### src/rtl/mem_loader.sv
// Streams DEPTH words into a RAM, checks a trailing checksum word and holds the CPU meanwhile.
// Define LOADER_READBACK_EN to add a VERIFY pass that re-reads the RAM and compares its sum.
`timescale 1ns/1ps
module mem_loader #(
  parameter int DEPTH = 16,
  parameter int AW    = 4,
  parameter int DW    = 8
) (
  input  logic          clk,
  input  logic          reset,
  input  logic          start,
  input  logic          in_valid,
  input  logic [DW-1:0] in_data,
  output logic          in_ready,
  output logic          mem_we,
  output logic [AW-1:0] mem_addr,
  output logic [DW-1:0] mem_wdata,
  input  logic [DW-1:0] mem_rdata,
  output logic          cpu_hold,
  output logic          busy,
  output logic          done,
  output logic          err
);

  typedef enum logic [2:0] {
    S_IDLE   = 3'd0,
    S_LOAD   = 3'd1,
    S_CSUM   = 3'd2,
`ifdef LOADER_READBACK_EN
    S_VERIFY = 3'd3,
`endif
    S_DONE   = 3'd4
  } state_t;

  state_t        r_state;
  state_t        w_next;
  logic [AW-1:0] r_cnt;
  logic [DW-1:0] r_sum;
  logic          r_err;
  logic          r_we;
  logic [AW-1:0] r_addr;
  logic [DW-1:0] r_wdata;
  logic          w_ready;
  logic          w_xfer;
  logic          w_cnt_last;
  logic [DW-1:0] w_csum_tot;

  assign w_xfer     = in_valid & w_ready;
  assign w_cnt_last = (r_cnt == AW'(DEPTH - 1));
  assign w_csum_tot = r_sum + in_data;

`ifdef LOADER_READBACK_EN
  logic [DW-1:0] r_vsum;
  logic [DW-1:0] w_vsum_tot;
  logic          w_addr_last;
  assign w_vsum_tot  = r_vsum + mem_rdata;
  assign w_addr_last = (r_addr == AW'(DEPTH - 1));
`else
  logic w_unused_rdata;
  assign w_unused_rdata = ^mem_rdata;
`endif

  always_ff @(posedge clk or posedge reset) begin
    if (reset) r_state <= S_IDLE;
    else       r_state <= w_next;
  end

  always_comb begin
    w_next = r_state;
    case (r_state)
      S_IDLE: if (start) w_next = S_LOAD;
      S_LOAD: if (w_xfer && w_cnt_last) w_next = S_CSUM;
`ifdef LOADER_READBACK_EN
      S_CSUM:   if (w_xfer) w_next = S_VERIFY;
      S_VERIFY: if (w_addr_last) w_next = S_DONE;
`else
      S_CSUM: if (w_xfer) w_next = S_DONE;
`endif
      S_DONE:  w_next = S_IDLE;
      default: w_next = S_IDLE;
    endcase
  end

  always_comb begin
    w_ready  = (r_state == S_LOAD) || (r_state == S_CSUM);
    busy     = (r_state != S_IDLE);
    cpu_hold = (r_state != S_IDLE);
    done     = (r_state == S_DONE);
  end

  // Write strobe, address and data are registered: the RAM sees a LOAD word one cycle after transfer
  always_ff @(posedge clk or posedge reset) begin
    if (reset) begin
      r_cnt   <= '0;
      r_sum   <= '0;
      r_err   <= 1'b0;
      r_we    <= 1'b0;
      r_addr  <= '0;
      r_wdata <= '0;
`ifdef LOADER_READBACK_EN
      r_vsum  <= '0;
`endif
    end else begin
      r_we <= 1'b0;
      case (r_state)
        S_IDLE: begin
          if (start) begin
            r_cnt <= '0;
            r_sum <= '0;
            r_err <= 1'b0;
          end
        end
        S_LOAD: begin
          if (w_xfer) begin
            r_we    <= 1'b1;
            r_addr  <= r_cnt;
            r_wdata <= in_data;
            r_sum   <= w_csum_tot;
            r_cnt   <= w_cnt_last ? '0 : r_cnt + AW'(1);
          end
        end
        S_CSUM: begin
          if (w_xfer) begin
            if (w_csum_tot != '0) r_err <= 1'b1;
`ifdef LOADER_READBACK_EN
            r_addr <= '0;
            r_vsum <= '0;
`endif
          end
        end
`ifdef LOADER_READBACK_EN
        S_VERIFY: begin
          r_vsum <= w_vsum_tot;
          if (w_addr_last) begin
            if (w_vsum_tot != r_sum) r_err <= 1'b1;
          end else begin
            r_addr <= r_addr + AW'(1);
          end
        end
`endif
        default: ;
      endcase
    end
  end

  assign in_ready  = w_ready;
  assign mem_we    = r_we;
  assign mem_addr  = r_addr;
  assign mem_wdata = r_wdata;
  assign err       = r_err;

endmodule

### config.mk
export PLATFORM = sky130hd
export DESIGN_NAME = mem_loader
export DESIGN_NICKNAME = d
export VERILOG_FILES = /design/src/rtl/mem_loader.sv
export SDC_FILE = /design/constraint.sdc
export NUM_CORES = 1
export LEC_CHECK = 0
export ABC_AREA = 1
export BUFFER_PORTS_ARGS = -buffer_cell sky130_fd_sc_hd__buf_2
export CAP_MARGIN = 5
export CORE_UTILIZATION = 50
export CTS_BUF_LIST = sky130_fd_sc_hd__clkbuf_4 sky130_fd_sc_hd__clkbuf_8
export CTS_CLUSTER_DIAMETER = 100
export DETAILED_ROUTE_END_ITERATION = 10
export PLACE_DENSITY = 0.74
export SYNTH_ARGS = -nofsm -noshare
export SYNTH_HDL_FRONTEND = slang
export SYNTH_SLANG_ARGS = --single-unit
### constraint.sdc
create_clock -name clk -period 2.9 [get_ports clk]
set_input_delay 0.87 -clock clk [delete_from_list [all_inputs] [get_ports clk]]
set_output_delay 0.87 -clock clk [all_outputs]
set_load 0.02 [all_outputs]
After elaboration in Yosys (flattened, before gate mapping)

Index checks and enable logic that the tools add are counted.
W data, S select, Z words.

Logic and storage cells: 47
Input port bits: 20
Register bits: 29
Output and inout bits: 18

Add/sub/neg operators: 2
Equality and inequality tests: 9
Muxes and demuxes: 17
Bitwise operators: 1
Reduce and logical (&&, ||, !) cells: 11

Operator list:

| cell                  | count |
|---|---|
| $mux W8               | 2 |
| $pmux W8 S2           | 1 |
| $mux W4               | 3 |
| $mux W3               | 3 |
| $pmux W3 S3           | 1 |
| $add A8 B8 Y8         | 1 |
| $ne A2 B2 Y1 const B  | 4 |
| $pmux W4 S2           | 1 |
| $reduce_bool A8 Y1    | 1 |
| $reduce_and A3 Y1     | 2 |
| $mux W1               | 5 |
| $add A4 B1 Y4 const B | 1 |
| $eq A4 B4 Y1 const B  | 1 |
| $reduce_and A4 Y1     | 1 |
| $reduce_bool A2 Y1    | 2 |
| $eq A3 B1 Y1 const B  | 1 |
| $eq A3 B2 Y1 const B  | 1 |
| $eq A3 B3 Y1 const B  | 1 |
| $logic_not A3 Y1      | 1 |
| $reduce_bool A3 Y1    | 1 |
| $ne A2 B1 Y1 const B  | 1 |
| $pmux W1 S2           | 1 |
| $reduce_and A2 Y1     | 1 |
| $and A1 B1 Y1         | 1 |
| other kinds (2)       | 2 |

Logic depth before layout (Yosys ltp)

Depth in word-level cells: 6
Mapped depth: 11
Mapped depth without buffers: 11

Least setup slack after synthesis

Ideal clock, no wire load.

Kind: input to register
Start point: input port in_data[0]
End point: register r_err, in the netlist err
Setup time: 116 ps
Buffers on the path: 0
Required time: 2784 ps
Setup slack: 709 ps
Data arrival time: 2075 ps
Stages: 9
Path through: ha_1 -> fa_1 -> xor2_1 -> nor2_1 -> nand3_1 -> nor2_1 -> nand3_1 -> nand2_1 -> nand2_1

Longest elaborated chain between the ends: 4

RTL lines:

| what                        | RTL line | RTL |
|---|---|---|
| start: declaration          | 13       | `input logic [DW-1:0] in_data,` |
| $add A8 B8 Y8               | 50       | `assign w_csum_tot = r_sum + in_data;` |
| $reduce_bool A8 Y1          | 124      | `if (w_csum_tot != '0) r_err <= 1'b1;` |
| $ne A2 B1 Y1 (no line)      | -        |  |
| $reduce_and A4 Y1 (no line) | -        |  |
| end signal: assignment      | 96       | `r_err <= 1'b0;` |
| end signal: assignment      | 110      | `r_err <= 1'b0;` |
| end signal: assignment      | 124      |  |
| end: declaration            | 39       | `logic r_err;` |

Every way passes these cells.
A chain may end at the register's enable or synchronous reset.

Worst setup path in the final report

Start point: register r_state[1]
End point: output port in_ready

Longest elaborated chain between the ends: 2
Elaborated cells between the ends (all ways): 3
Those cells by class: eq/ne: 2; reduce/logical: 1

RTL lines:

| what                                                | RTL line | RTL |
|---|---|---|
| start: declaration                                  | 35       | `state_t r_state;` |
| start signal: assignment                            | 65       | `else r_state <= w_next;` |
| $eq A3 B1 Y1 / $eq A3 B2 Y1 (equally long branches) | 85       | `w_ready = (r_state == S_LOAD) \|\| (r_state == S_CSUM);` |
| $logic_or A1 B1 Y1 (*)                              | 85       |  |
| end: declaration                                    | 14       | `output logic in_ready,` |

Mark *: on every way between the ends. The rest lies on a longest branch, timed or not.

==> results.py <==
metrics = {
    "yosys": {
        "synth.most_common_cell": "nand2_1",
        "netlist_instances": 194,
        "netlist_area_sq_um": 1590,
        "synthFlopType": "dfrtp_1",
        "synth_common_cells": "68 x nand2_1, 29 x dfrtp_1, 20 x inv_1",
        "synth_warnings": 0,
        "syn_avg_cell_area_sq_um": 8.19,
        "synthArstFlopShare_pct": 100,
        "synth_top_area_share_pct": 45.7,
        "ys_seq_area_share_pct": 45.7,
        "synth_cell_type_count": 27,
        "synth_seq_cells": 29,
        "synth_edf_count": 0,
        "syn_nets": 223,
        "synth_area_leaders": "dfrtp_1 46%, nand2_1 16%, ha_1 6.3%, inv_1 4.7%, nand3_1 4.1%",
        "yosysTopAreaCell": "dfrtp_1",
    },
    "global_route": {
        "track_usage_pct": 21.4,
        "grt.overflow.total": 0,
        "grt_max_degree": 30,
        "grt_pass1_vias": 1169,
        "antenna_found_initial": 0,
        "grt_pass1_wl_um": 5320,
    },
    "critical_path": {
        "worstSetupPathType": "flop to primary output",
        "r2r-start": "r_sum[0]$_DFFE_PP0P_",
        "rrSetupSlack_ps": 1030,
        "r2r_end": "err$_DFFE_PP0P_",
        "worst_ep_required_time_ps": 2030,
        "crit_path_max_fanout": 4,
        "reg2reg_depth": 10,
        "cp-end-kind": "primary output",
        "start_kind": "flop",
        "crit_arrival_ps": 1280,
    },
    "timing": {
        "fin_crit_ps": 2150,
        "slew_violations": 0,
        "finalSetupTns_ps": 0,
        "relSlewSlack_pct": 76.0,
        "fin_crit_sh_pct": 74.1,
        "rsz0062_at_grt": "false",
        "final.setup_skew_ps": 9.26,
        "max_freq_ghz": 0.466,
        "worst_pin_slew_ps": 359,
        "finalSetupViolCount": 0,
        "hold_viol": 0,
    },
    "run_status": {
        "status": "completed",
    },
    "place": {
        "gp_congestion": 0.828,
        "numPortBuffers": 29,
        "dp_hpwl_um": 2220,
    },
    "drt": {
        "drc": 0,
        "vias": 1343,
        "drt-vias-per-instance": 4.96,
        "dr.pass1.iters": 4,
        "drt_wl_total_um": 3080,
        "antenna_left": 0,
        "wl_per_cell_um": 11.4,
        "drtIter0Drc": 22,
    },
    "clock_network": {
        "clock_path_buffers": 2,
        "cts_resized": 0,
        "cts_made_buffers": 5,
        "clkSinkCount": 29,
        "clkTransAtPathRegs_ps": 90,
        "cts_hold_buf": 0,
        "tritoncts": "yes",
        "htreeDepth": 2,
        "cts_setup_buffers": 0,
        "ctsRootBufferMaster": "clkbuf_4",
        "insertion_delay_ps": 330,
    },
    "hold_path": {
        "whs_path_depth": 2,
        "hold_path.class": "flop to flop",
        "hp-start": "mem_addr[2]$_DFFE_PP0P_",
        "whs_endpoint": "mem_addr[2]$_DFFE_PP0P_",
    },
    "die": {
        "dieArea_sq_um": 3410,
        "die_w_um": 58.4,
        "core_sq_um": 3030,
        "row_count": 20,
        "io-pin-count": 38,
        "initial_utilization_pct": 52.5,
        "die_height_um": 58.4,
    },
    "finish": {
        "drive_above_1_share_pct": 20.3,
        "num_antenna_cells": 0,
        "syn_to_final_growth_pct": 14.0,
        "nNetsFinal": 255,
        "multi_input_area_sq_um": 741,
        "ff_latch_area_sq_um": 726,
        "fillCellCount": 296,
    },
    "power_and_ir_drop": {
        "cellPowerDensity_nw_per_um2": 1080,
        "vdd_drop_max_uv": 448,
        "leakage_nw": 1.04,
        "totalPowerFinal_w": 0.00196,
    },
    "flow_run": {
        "cap_violations": 0,
    },
}
registers in the layout, summed over array words and instances, names as in the netlist:
register	cells
r_sum	8
r_state	3
err	1
r_cnt	4
mem_we	1
mem_addr	4
mem_wdata	8
placed cells by master (no fill, tap or decap), types with 4 or more instances in the layout:
master	count
inv_1	20
a21oi_1	8
dfrtp_1	29
ha_1	8
nor2_1	10
nand2_1	68
nand3_1	13
o21ai_0	11
a22o_1	4
buf_2	29
clkbuf_4	6
critical path, cell delays in order, from the launching register on:
cell	delay (ps)
dfrtp_1	430
nor2_4	160
nand2_4	90
o21ai_0	80
buf_2	190
worst max-delay path by stage:
stage | startpoint | end | slack (ps) | cells past startpoint
6_report | r_state[1]$_DFFE_PP0P_ | in_ready | 750 | 4
2_1_floorplan | in_data[0] | err$_DFFE_PP0P_ | 710 | 9
4_1_cts | r_state[1]$_DFFE_PP0P_ | in_ready | 730 | 4
5_1_grt | r_state[0]$_DFFE_PP0P_ | in_ready | 660 | 4
3_3_place_gp | in_data[0] | err$_DFFE_PP0P_ | 450 | 10
3_5_place_dp | in_data[0] | err$_DFFE_PP0P_ | 430 | 10
where the power goes:
part           total [W]  switching, W  internal [W]
Sequential      0.000685      0.000107      0.000578
Combinational    0.00103      0.000668      0.000365
Clock           0.000241      0.000139      0.000101
layout make-up:
cell class,instances,share of cell area [%]
multi-input combinational,138,40.9
sequential,29,40.1
timing repair buffer,30,8.43
inverter,22,4.56
tap,44,3.04
clock buffer,6,2.49
clock inverter,2,0.552
metrics by stage:
step	instances	instance area, sq um	setup WS (ps)	hold WS [ps]	utilization [%]
detailed placement	263	1760	431	455	58.0
finish	271	1810	752	472	59.8
floorplan	194	1590	709	457	-
global placement	263	1760	450	449	58.0
CTS	271	1810	730	477	59.8
global route	271	1810	665	486	59.8
cells by family (layout without fill, tap and decap cells):
| logic type | after synthesis | count (layout) | share of synthesized area [%] |
|---|---|---|---|
| AND/OR/NAND/NOR | 100 | 100 | 28.0 |
| flip-flops | 29 | 29 | 45.7 |
| AO/OA/AOI/OAI | 27 | 27 | 9.92 |
| buffers and inverters | 27 | 60 | 7.72 |
| adder cells (fa/ha/maj) | 9 | 9 | 7.56 |
| XOR/XNOR | 2 | 2 | 1.10 |
per-layer routing:
metal	GRT usage, %	up-vias	routed length [um]
li1	-	688	-
met1	28.7	616	1490
met2	32.7	33	1400
met3	6.81	6	140
met4	8.16	0	57
met5	0	-	0
(Power assumes the default switching activity.)
